**config.mk**
```make
export PLATFORM = sky130hd
export DESIGN_NAME = hazard_controller
export DESIGN_NICKNAME = d
export VERILOG_FILES = /design/src/rtl/hazard_controller.sv
export SDC_FILE = /design/constraint.sdc
export NUM_CORES = 1
export LEC_CHECK = 0
export CAP_MARGIN = 20
export CORE_AREA = 5 5 42 44
export DETAILED_ROUTE_END_ITERATION = 7
export DIE_AREA = 0 0 47 49
export GPL_TIMING_DRIVEN = 0
export PLACE_DENSITY = 0.79
export SLEW_MARGIN = 40
export SYNTH_ARGS = -nofsm -noshare
export SYNTH_HDL_FRONTEND = slang
export SYNTH_SLANG_ARGS = --single-unit
export TNS_END_PERCENT = 1
```
**constraint.sdc**
```tcl
create_clock -name clk -period 4 [get_ports clk]
set_input_delay 0.4 -clock clk [delete_from_list [all_inputs] [get_ports clk]]
set_output_delay 0.4 -clock clk [all_outputs]
set_load 0.1 [all_outputs]
```
**src/rtl/hazard_controller.sv**
```systemverilog
// Stall/flush sequencer for the 5-stage pipeline: load-use stalls, multi-cycle MUL occupancy, redirect flushes.
// Optional performance counters are enabled with the HAZARD_PERF_CNT_EN macro.
module hazard_controller #(
  parameter int MUL_LAT = 4,
  parameter int REG_AW  = 5
) (
  input  logic              clk,
  input  logic              rst,
  input  logic              id_valid,
  input  logic [REG_AW-1:0] id_rs1,
  input  logic [REG_AW-1:0] id_rs2,
  input  logic              ex_valid,
  input  logic [REG_AW-1:0] ex_rd,
  input  logic              ex_memtoreg,
  input  logic              ex_regwrite,
  input  logic              ex_is_mul,
  input  logic              ex_redirect,
  output logic              pc_hold,
  output logic              ifid_hold,
  output logic              idex_hold,
  output logic              idex_bubble,
  output logic              ifid_flush,
  output logic              exmem_bubble,
  output logic              mul_busy
`ifdef HAZARD_PERF_CNT_EN
  ,
  output logic [31:0]       perf_loaduse_cnt,
  output logic [31:0]       perf_mul_cnt,
  output logic [31:0]       perf_flush_cnt
`endif
);

  localparam logic [0:0] RUN      = 1'b0;
  localparam logic [0:0] MUL_WAIT = 1'b1;
  localparam logic       MUL_EN   = (MUL_LAT > 1);
  // Wait-state count; unused when MUL_LAT is 1 because mul_go never fires.
  localparam logic [3:0] MUL_INIT = 4'(MUL_LAT - 2);

  logic [0:0] state_q, state_d;
  logic [3:0] mul_cnt_q, mul_cnt_d;
  logic       load_use_s;
  logic       mul_go_s;
  logic       lu_stall_s;
  logic       mul_stall_s;
  logic       flush_acc_s;

  assign load_use_s = id_valid & ex_valid & ex_memtoreg & ex_regwrite & (ex_rd != '0) &
                      ((ex_rd == id_rs1) | (ex_rd == id_rs2));
  assign mul_go_s   = ex_valid & ex_is_mul & MUL_EN;

  // Next-state and output decode; everything is forced low while rst is high.
  always_comb begin
    state_d      = state_q;
    mul_cnt_d    = mul_cnt_q;
    pc_hold      = 1'b0;
    ifid_hold    = 1'b0;
    idex_hold    = 1'b0;
    idex_bubble  = 1'b0;
    ifid_flush   = 1'b0;
    exmem_bubble = 1'b0;
    mul_busy     = 1'b0;
    lu_stall_s   = 1'b0;
    mul_stall_s  = 1'b0;
    flush_acc_s  = 1'b0;
    if (rst) begin
      state_d   = RUN;
      mul_cnt_d = 4'd0;
    end else begin
      case (state_q)
        RUN: begin
          if (ex_redirect) begin
            ifid_flush  = 1'b1;
            idex_bubble = 1'b1;
            flush_acc_s = 1'b1;
          end else if (mul_go_s) begin
            pc_hold      = 1'b1;
            ifid_hold    = 1'b1;
            idex_hold    = 1'b1;
            exmem_bubble = 1'b1;
            mul_stall_s  = 1'b1;
            mul_cnt_d    = MUL_INIT;
            state_d      = MUL_WAIT;
          end else if (load_use_s) begin
            pc_hold     = 1'b1;
            ifid_hold   = 1'b1;
            idex_bubble = 1'b1;
            lu_stall_s  = 1'b1;
          end else begin
            state_d = RUN;
          end
        end
        MUL_WAIT: begin
          // EX holds the MUL here, so redirect and load-use inputs are meaningless.
          mul_busy = 1'b1;
          if (mul_cnt_q != 4'd0) begin
            pc_hold      = 1'b1;
            ifid_hold    = 1'b1;
            idex_hold    = 1'b1;
            exmem_bubble = 1'b1;
            mul_stall_s  = 1'b1;
            mul_cnt_d    = mul_cnt_q - 4'd1;
          end else begin
            state_d = RUN;
          end
        end
        default: begin
          state_d   = RUN;
          mul_cnt_d = 4'd0;
        end
      endcase
    end
  end

  // State and MUL countdown registers.
  always_ff @(posedge clk) begin
    if (rst) begin
      state_q   <= RUN;
      mul_cnt_q <= 4'd0;
    end else begin
      state_q   <= state_d;
      mul_cnt_q <= mul_cnt_d;
    end
  end

`ifdef HAZARD_PERF_CNT_EN
  logic [31:0] perf_lu_q, perf_mul_q, perf_fl_q;

  // Event counters, wrapping modulo 2^32.
  always_ff @(posedge clk) begin
    if (rst) begin
      perf_lu_q  <= 32'd0;
      perf_mul_q <= 32'd0;
      perf_fl_q  <= 32'd0;
    end else begin
      perf_lu_q  <= perf_lu_q  + {31'd0, lu_stall_s};
      perf_mul_q <= perf_mul_q + {31'd0, mul_stall_s};
      perf_fl_q  <= perf_fl_q  + {31'd0, flush_acc_s};
    end
  end

  assign perf_loaduse_cnt = perf_lu_q;
  assign perf_mul_cnt     = perf_mul_q;
  assign perf_flush_cnt   = perf_fl_q;
`endif

endmodule
```
==> results of run 1 <==
[logic make-up after synthesis]
logic type	Yosys count
DFF	5
AOI/OAI and AO/OA	15
xor gates and xnor gates	10
and+or+nand+nor	21
buffers and inverters	7
adders and majority gates	2
[cells in the mapped netlist (all sizes together)]
| cell type | number |
|---|---|
| nor3b | 1 |
| o21ai | 3 |
| buf | 3 |
| xor2 | 10 |
| a31oi | 1 |
| o21bai | 2 |
| a21oi | 4 |
| a22oi | 1 |
| o21a | 1 |
| o211ai | 1 |
| ha | 2 |
| nor3 | 6 |
| nand3b | 1 |
| nor2b | 4 |
| nand2 | 3 |
| nor2 | 4 |
| and4bb | 1 |
| clkbuf | 1 |
| inv | 3 |
| a211oi | 2 |
| dfxtp | 5 |
| nand4 | 1 |
[power groups by stage]
stage	clock (W)	sequential [W]	combinational, W
floorplan	0	0.0000552	0.0000609
global placement	0	0.0000555	0.0000954
detailed placement	0	0.0000556	0.0000934
CTS	0.0000624	0.0000546	0.0000937
global route	0.0000662	0.0000549	0.0000998
finish	0.0000604	0.0000547	0.0000932
[state kept, by name, summed over array words and instances (netlist names)]
name and flops:
state_q 1, mul_cnt_q 4
[worst max-delay path: cells and delay by family]
kind / cells / cell delay, ns
AOI/OAI and AO/OA: 2 / 0.36
xor gates and xnor gates: 1 / 0.20
buffers and inverters: 3 / 1.03
and+or+nand+nor: 1 / 0.20
[cell type report]
cell class	instances	area [um2]	area share, %
sequential	5	100	12.9
clock buffer	4	26.3	3.39
inverter	3	11.3	1.45
multi-input combinational	48	343	44.2
timing repair buffer	28	245	31.6
buffer	4	30.0	3.87
tap	16	20.0	2.58
[per-stage QoR]
stage                     power (W)  utilization, %
final                      0.000208            55.4
after global routing       0.000221            55.4
after detailed placement   0.000149            53.5
after global placement     0.000151            56.0
after CTS                  0.000211            55.4
after floorplan            0.000116               -
[per-layer routing]
metal	up-vias	global-route usage, %	wire length (um)	part of all wire, %
li1	270	-	-	-
met1	231	15.1	551	41
met2	14	19.7	690	52
met3	5	1.48	58	4.4
met4	0	6.45	31	2.3
met5	-	0	0	0
[how the worst max path moves through the flow]
stage          startpoint          end  slack, ns  cells after the start
2_1_floorplan         rst  idex_bubble      -0.06                      3
3_3_place_gp     ex_rd[2]      pc_hold       0.76                      7
3_5_place_dp     ex_rd[2]      pc_hold       1.42                      7
4_1_cts          ex_rd[2]      pc_hold       1.41                      7
5_1_grt          ex_rd[2]      pc_hold       1.30                      7
6_report         ex_rd[2]      pc_hold       1.42                      7
==> impl_metrics.tcl, run 1 <==
set metrics [dict create \
    status "finished, final reports clean" \
    final_area_um2 776 \
    preCtsSetupSlack_ns 1.42 \
    drv_slew 0 \
    clk_pin_slew_ns 0.04 \
    powerDensity_nw_per_um2 268 \
    worst_slack_ns 1.42 \
    finalSetupTns_ns 0 \
    synth_warnings 0 \
    hold_ws_ns 0.492 \
    worstHoldEndpoint "mul_cnt_q[3]$_SDFFE_PP0P_" \
    slowest_delay_ns 0.48 \
    fp.dieArea_um2 2300 \
    max-clock-path-buffers 2 \
    die_w_um 47 \
    clock_latency_ns 0.24 \
    setup_viol 0 \
    io_pins 30 \
    place_congestion 0.757 \
    ys_seq_elements 5 \
    synth_compound_area_share_pct 20.6 \
    cp.required_ns 3.60 \
    irDropWorstVdd_uv 200 \
    yosysTopAreaCell "dfxtp_1" \
    numClockSinks 5 \
    grt_start_max_net_pins 11 \
    synthSimpleGateAreaFrac_pct 26.4 \
    min_from "mul_cnt_q[3]$_SDFFE_PP0P_" \
    post_cts.repair.setup_buffers 0 \
    arrival_ns 2.18 \
    htree_levels 1 \
    core_um2 1400 \
    fin_crit_sh_pct 64.5 \
    synth_mux_area_share_pct 0 \
    grt_overflow 0 \
    layout-drive-gt1-share_pct 18.5 \
    nFillCells 132 \
    yosysUniqueCellTypes 25 \
    p_leak_nw 0.307 \
    grt_pass1_vias 535 \
    ant_nets 0 \
    reg2reg_setup_slack_ns 2.69 \
    cp_max_fo 3 \
    fp-row-count 14 \
    fin_skew_ns 0.00347 \
    power.share.combinational_pct 44.7 \
    endpoint_kind "output pin" \
    cts_root_buf "clkbuf_4" \
    holdCritPathClass "flip-flop to flip-flop" \
    final_cells 108 \
    p_seq_share_pct 26.3 \
    fin_crit_ns 2.58 \
    cp_slowest_cell "clkdlybuf4s50_1" \
    port_buffers 28 \
    slew-limit-headroom_pct 68.0 \
    start_kind "input pin" \
    placed_area_um2 749 \
    reg2regPathDepth 6 \
    synthAdderAreaFrac_pct 5.22 \
    cts_tree "done" \
    synthTopCellsByArea "dfxtp_1, xor2_1, nor3_1" \
    drt-initial-drc-count 6 \
    finalNetCount 118 \
    syn-cell-area_um2 479 \
    antenna_found_initial 0 \
    synth_cells 60 \
    die_y_um 49 \
    vias 520 \
    internal-power_w 0.000129 \
    hold_depth 2 \
    synthesis.nets 85 \
    rr_endpoint "mul_cnt_q[2]$_SDFFE_PP0P_" \
    rsz0062_at_grt "no" \
    synth_xor_area_share_pct 18.3 \
    diodes 0 \
    dp_hpwl_mm 1.13 \
    path_class "input pin to output pin" \
    start_util_pct 34.2 \
    syn_avg_cell_area_um2 7.99 \
    cap_violations 0 \
    wl_per_cell_um 12.3 \
    cts-buffers-inserted 3 \
    synth_top_family_by_area "simple AND/OR/NAND/NOR gates" \
    viasPerCell 4.81 \
    yosysSeqAreaShare_pct 20.9 \
    hold_viol 0 \
    ctsHoldBuffers 0 \
    area_delta_synth_final_pct 61.9 \
    final_cell_mix "clkdlybuf4s50_1, xor2_1, buf_2" \
    switching_share_pct 37.8 \
    p_switching_w 0.0000788 \
    max_clock_freq_ghz 0.388 \
    synth.top_cell.area_share_pct 20.9 \
    finalWirelength_mm 1.33 \
    final_common_cell "clkdlybuf4s50_1" \
    r2r_start "mul_cnt_q[0]$_SDFFE_PP0P_" \
    drcViolationCount 0 \
    place_inst 104 \
    cp_cell_sequence "clkdlybuf4s50_1 > xor2_1 > nor3_1 > a22oi_1 > o21bai_1 > buf_4 > buf_2" \
    firstDrtPassIters 4 \
    gr-usage-all-layers_pct 12.2 \
    p_clk_share_pct 29.0 \
    ctsResizeCount 0 \
    tightestPinTransition_ns 0.477 \
    grt_pass1_wl_mm 2.16 \
]
Note: power is estimated with default switching activity, not from simulation.
==> run 2, diff against run 1 <==
--- a/config.mk
+++ b/config.mk
@@ -6,11 +6,11 @@
 export NUM_CORES = 1
 export LEC_CHECK = 0
 export CAP_MARGIN = 20
-export CORE_AREA = 5 5 42 44
+export CORE_MARGIN = 5
+export CORE_UTILIZATION = 31
 export DETAILED_ROUTE_END_ITERATION = 7
-export DIE_AREA = 0 0 47 49
 export GPL_TIMING_DRIVEN = 0
-export PLACE_DENSITY = 0.79
+export PLACE_DENSITY = 0.72
 export SLEW_MARGIN = 40
 export SYNTH_ARGS = -nofsm -noshare
 export SYNTH_HDL_FRONTEND = slang
==> constraint.sdc (replaced) <==
create_clock -name clk -period 2.2 [get_ports clk]
set_input_delay 0.22 -clock clk [delete_from_list [all_inputs] [get_ports clk]]
set_output_delay 0.22 -clock clk [all_outputs]
set_load 0.1 [all_outputs]
==> impl_metrics.tcl, run 2 (synthesized netlist as in run 1, its figures left out) <==
set metrics [dict create \
    worstHoldEndpoint "mul_cnt_q[0]$_SDFFE_PP0P_" \
    fin_crit_sh_pct 94.6 \
    cp.required_ns 1.98 \
    vias 532 \
    critical_path.top_delay_family "buffers and inverters" \
    viasPerCell 4.93 \
    tightestPinTransition_ns 0.545 \
    wl_per_cell_um 12.7 \
    regMostFlops "mul_cnt_q" \
    powerDensity_nw_per_um2 469 \
    cp_max_fo 3 \
    worst_slack_ns 0.118 \
    final_common_cell "clkdlybuf4s50_1" \
    wl_met3_um 135 \
    power.share.combinational_pct 46.4 \
    ctsResizeCount 1 \
    drcViolationCount 0 \
    wl_met1_um 518 \
    fp.dieArea_um2 2430 \
    path_class "input pin to output pin" \
    drv_slew 0 \
    htree_levels 1 \
    setup_viol 0 \
    clk_pin_slew_ns 0.05 \
    finalPower_w 0.000396 \
    dp_hpwl_mm 1.13 \
    slowest_delay_ns 0.47 \
    ant_nets 0 \
    finalWirelength_mm 1.37 \
    start_kind "input pin" \
    arrival_ns 1.86 \
    core_um2 1490 \
    p_switching_w 0.000151 \
    place_congestion 0.780 \
    cap_violations 0 \
    hold_depth 2 \
    cp_cell_sequence "clkdlybuf4s50_1 > xor2_1 > nor3_1 > a22oi_1 > o21bai_1 > buf_2" \
    fp-row-count 14 \
    die_w_um 49.3 \
    min_from "rst" \
    cts_tree "done" \
    grt_pass1_vias 535 \
    finalNetCount 118 \
    utilization_pct 56.6 \
    ctsHoldBuffers 0 \
    cts-buffers-inserted 3 \
    drt-initial-drc-count 1 \
    final_cells 108 \
    place_inst 104 \
    numClockSinks 5 \
    start_util_pct 32.2 \
    top_layer_used "met4" \
    preCtsSetupSlack_ns -0.0206 \
    fin_crit_ns 2.08 \
    final_area_um2 843 \
    hold_viol 0 \
    holdCritPathClass "input pin to flip-flop" \
    irDropWorstVdd_uv 244 \
    top_regs "mul_cnt_q x4, state_q x1" \
    p_clk_share_pct 28.2 \
    die_y_um 49.3 \
    max_clock_freq_ghz 0.480 \
    p_seq_share_pct 25.4 \
    wl_met2_um 692 \
    p_leak_nw 0.319 \
    rsz0062_at_grt "no" \
    final_cell_mix "clkdlybuf4s50_1, xor2_1, buf_2" \
    cts_root_buf "clkbuf_4" \
    gr-usage-all-layers_pct 12.4 \
    antenna_found_initial 0 \
    port_buffers 28 \
    switching_share_pct 38.2 \
    clock_latency_ns 0.25 \
    cp_slowest_cell "clkdlybuf4s50_1" \
    reg2reg_setup_slack_ns 1.00 \
    slew-limit-headroom_pct 63.6 \
    rr_endpoint "mul_cnt_q[1]$_SDFFE_PP0P_" \
    area_delta_synth_final_pct 76.0 \
    max-clock-path-buffers 2 \
    reg2regPathDepth 5 \
    status "finished, final reports clean" \
    grt_overflow 0 \
    post_cts.repair.setup_buffers 0 \
    path_buf_inv 2 \
    fin_skew_ns 0.00150 \
    io_pins 30 \
    grt_start_max_net_pins 11 \
    firstDrtPassIters 2 \
    grt_pass1_wl_mm 2.40 \
    layout-drive-gt1-share_pct 27.2 \
    internal-power_w 0.000244 \
    largest_register_ffs 4 \
    endpoint_kind "output pin" \
    diodes 0 \
    placed_area_um2 806 \
    r2r_start "mul_cnt_q[0]$_SDFFE_PP0P_" \
]
run 2: cell types whose count changed in the layout (fill, tap and decap cells not counted), moves of 2 or more:
cell     change
buf_2        -2
dfxtp_1      -2
dfxtp_2      +2
inv_1        -2
inv_2        +2
nor3_4       +2
run 2: how the worst max path moves through the flow:
stage	from	end	slack, ns	depth (start not counted)
6_report	ex_rd[2]	idex_bubble	0.12	6
5_1_grt	ex_rd[0]	idex_bubble	0.02	6
4_1_cts	ex_rd[2]	ifid_hold	0.05	6
3_5_place_dp	ex_rd[2]	pc_hold	-0.02	7
3_3_place_gp	ex_rd[2]	pc_hold	-0.73	7
2_1_floorplan	mul_cnt_q[0]$_SDFFE_PP0P_	pc_hold	-0.35	6
run 2: power groups by stage:
stage	Clock, W	Sequential, W	Combinational (W)
after global routing	0.000117	0.000101	0.000198
after CTS	0.000116	0.000100	0.000184
after detailed placement	0	0.000102	0.000182
final	0.000112	0.000100	0.000184
after global placement	0	0.000102	0.000186
after floorplan	0	0.000101	0.000123
run 2: per-stage QoR:
| step | setup TNS, ns | hold slack, ns |
|---|---|---|
| after floorplan | -0.656 | 0.458 |
| after global placement | -3.11 | 0.476 |
| after detailed placement | -0.0206 | 0.481 |
| after CTS | 0 | 0.437 |
| after global routing | 0 | 0.484 |
| final | 0 | 0.427 |
run 2: area by class of cell:
cell class	instances	area, um2
timing repair buffer	28	250
multi-input combinational	48	390
sequential	5	103
fill	140	646
inverter	3	11.3
buffer	4	42.5
clock buffer	4	26.3
tap	16	20.0
run 2: routing by layer:
metal  up-vias  global-route usage (%)
met4         0                    6.73
li1        270                       -
met5         -                       0
met2        21                    21.0
met1       239                    13.8
met3         2                    3.06
==> run 3, diff against run 2 <==
--- a/config.mk
+++ b/config.mk
@@ -6,11 +6,11 @@
 export NUM_CORES = 1
 export LEC_CHECK = 0
 export CAP_MARGIN = 20
-export CORE_MARGIN = 5
-export CORE_UTILIZATION = 31
+export CORE_AREA = 5 5 42 44
 export DETAILED_ROUTE_END_ITERATION = 7
+export DIE_AREA = 0 0 47 49
+export DONT_BUFFER_PORTS = 1
 export GPL_TIMING_DRIVEN = 0
-export PLACE_DENSITY = 0.72
 export SLEW_MARGIN = 40
 export SYNTH_ARGS = -nofsm -noshare
 export SYNTH_HDL_FRONTEND = slang
==> impl_metrics.tcl, run 3 (synthesized netlist as in run 1, its figures left out) <==
set metrics [dict create \
    vias 468 \
    arrival_ns 2.01 \
    layout-drive-gt1-share_pct 38.0 \
    grt_pass1_vias 461 \
    drt-initial-drc-count 13 \
    setup_viol 1 \
    place_inst 78 \
    drcViolationCount 0 \
    fp.dieArea_um2 2300 \
    cts-buffers-inserted 3 \
    max_clock_freq_ghz 0.449 \
    final_common_cell "xor2_1" \
    path_class "flip-flop to output pin" \
    placed_area_um2 609 \
    status "complete, but fails checks" \
    grt_overflow 0 \
    gr-usage-all-layers_pct 10.8 \
    hold_viol 0 \
    nFillCells 139 \
    rsz0062_at_grt "yes" \
    cp.required_ns 1.98 \
    endpoint_kind "output pin" \
    finalNetCount 97 \
    top_regs "mul_cnt_q x4, state_q x1" \
    start_util_pct 34.2 \
    antenna_found_initial 0 \
    cts_tree "done" \
    die_y_um 49 \
    violations "setup timing" \
    firstDrtPassIters 3 \
    wl_per_cell_um 13.5 \
    diodes 0 \
    cts_root_buf "clkbuf_4" \
    fp-row-count 14 \
    finalWirelength_mm 1.18 \
    cap_violations 0 \
    final_cells 87 \
    viasPerCell 5.38 \
    fin_skew_ns 0.00451 \
    drv_slew 0 \
    largest_register_ffs 4 \
    irDropWorstVdd_uv 329 \
    htree_levels 1 \
    clock_latency_ns 0.25 \
    worst_slack_ns -0.0256 \
    final_cell_mix "xor2_1, buf_4, nor3_1, a21oi_1" \
    cp_max_fo 2 \
    die_w_um 47 \
    grt_start_max_net_pins 11 \
    dp_hpwl_um 994 \
    final_area_um2 676 \
    core_um2 1400 \
    p_leak_nw 0.246 \
    fin_crit_sh_pct 101 \
    holdCritPathClass "input pin to flip-flop" \
    start_kind "flip-flop" \
    fin_crit_ns 2.23 \
    io_pins 30 \
    port_buffers 0 \
    numClockSinks 5 \
    ant_nets 0 \
    area_delta_synth_final_pct 41.0 \
    powerDensity_nw_per_um2 531 \
    clk_pin_slew_ns 0.04 \
    tightestPinTransition_ns 0.701 \
    ctsHoldBuffers 0 \
    slew-limit-headroom_pct 53.2 \
    finalPower_w 0.000359 \
    regMostFlops "mul_cnt_q" \
    max-clock-path-buffers 2 \
    place_congestion 0.621 \
    grt_pass1_wl_mm 1.77 \
]
run 3: cell count changes in the layout (fill, tap and decap cells not counted), sizes merged:
| cell | delta |
|---|---|
| buf | +1 |
| clkbuf | -1 |
| clkdlybuf4s50 | -21 |
run 3: area by class of cell:
cell class	instances	area [um2]	share of cell area [%]
multi-input cells	48	405	60.0
flip-flops and latches	5	103	15.2
repair buffers	7	67.6	10.0
plain buffers	4	42.5	6.30
clock buffers	4	26.3	3.89
well taps	16	20.0	2.96
inverters	3	11.3	1.67
run 3: path summary, 6_finish.rpt:
| check | start | endpoint | slack [ns] | cells after the start |
|---|---|---|---|---|
| worst max-delay path | mul_cnt_q[0]$_SDFFE_PP0P_ | pc_hold | -0.03 | 7 |
| worst min-delay path | ex_is_mul | mul_cnt_q[2]$_SDFFE_PP0P_ | 0.46 | 3 |
| worst max register to register | state_q$_DFF_P_ | mul_cnt_q[3]$_SDFFE_PP0P_ | 0.84 | 4 |
| worst min register to register | mul_cnt_q[2]$_SDFFE_PP0P_ | mul_cnt_q[2]$_SDFFE_PP0P_ | 0.51 | 2 |
run 3: timing repair:
action                                  CTS  global route
setup buffers                             4             1
endpoints found under the setup margin    1             1
pin swaps                                 2             2
gates resized for setup                   0             1
run 3: power by group:
group / switching, W / total, W / internal (W) / leakage (nW)
Combinational: 0.0000963 / 0.000153 / 0.0000565 / 0.189
Clock: 0.0000373 / 0.000106 / 0.0000685 / 0.0150
Sequential: 0.00000346 / 0.000100 / 0.0000970 / 0.0416
Total: 0.000137 / 0.000359 / 0.000222 / 0.246
run 3: per-layer routing:
metal | routed length [um] | up-vias | GRT usage, %
li1 | - | 231 | -
met2 | 601 | 25 | 19.9
met4 | 21 | 0 | 5.53
met3 | 176 | 3 | 4.43
met1 | 379 | 209 | 9.05
met5 | 0 | - | 0
run 3: worst max-delay path: stages, from the launching register on:
cell,delay (ns)
dfxtp_2,0.32
inv_2,0.05
ha_4,0.15
and4bb_4,0.19
nor2_2,0.07
o211ai_1,0.13
o21bai_4,0.59
buf_12,0.26
run 3: metrics by stage:
step	setup slack, ns	util (%)	hold slack, ns	TNS (ns)
floorplan	-0.352	-	0.458	-0.656
global placement	-0.416	40.0	0.478	-0.974
detailed placement	0.142	43.5	0.489	0
CTS	-0.0833	47.5	0.457	-0.0833
global route	-0.117	48.2	0.512	-0.117
finish	-0.0256	48.2	0.460	-0.0256
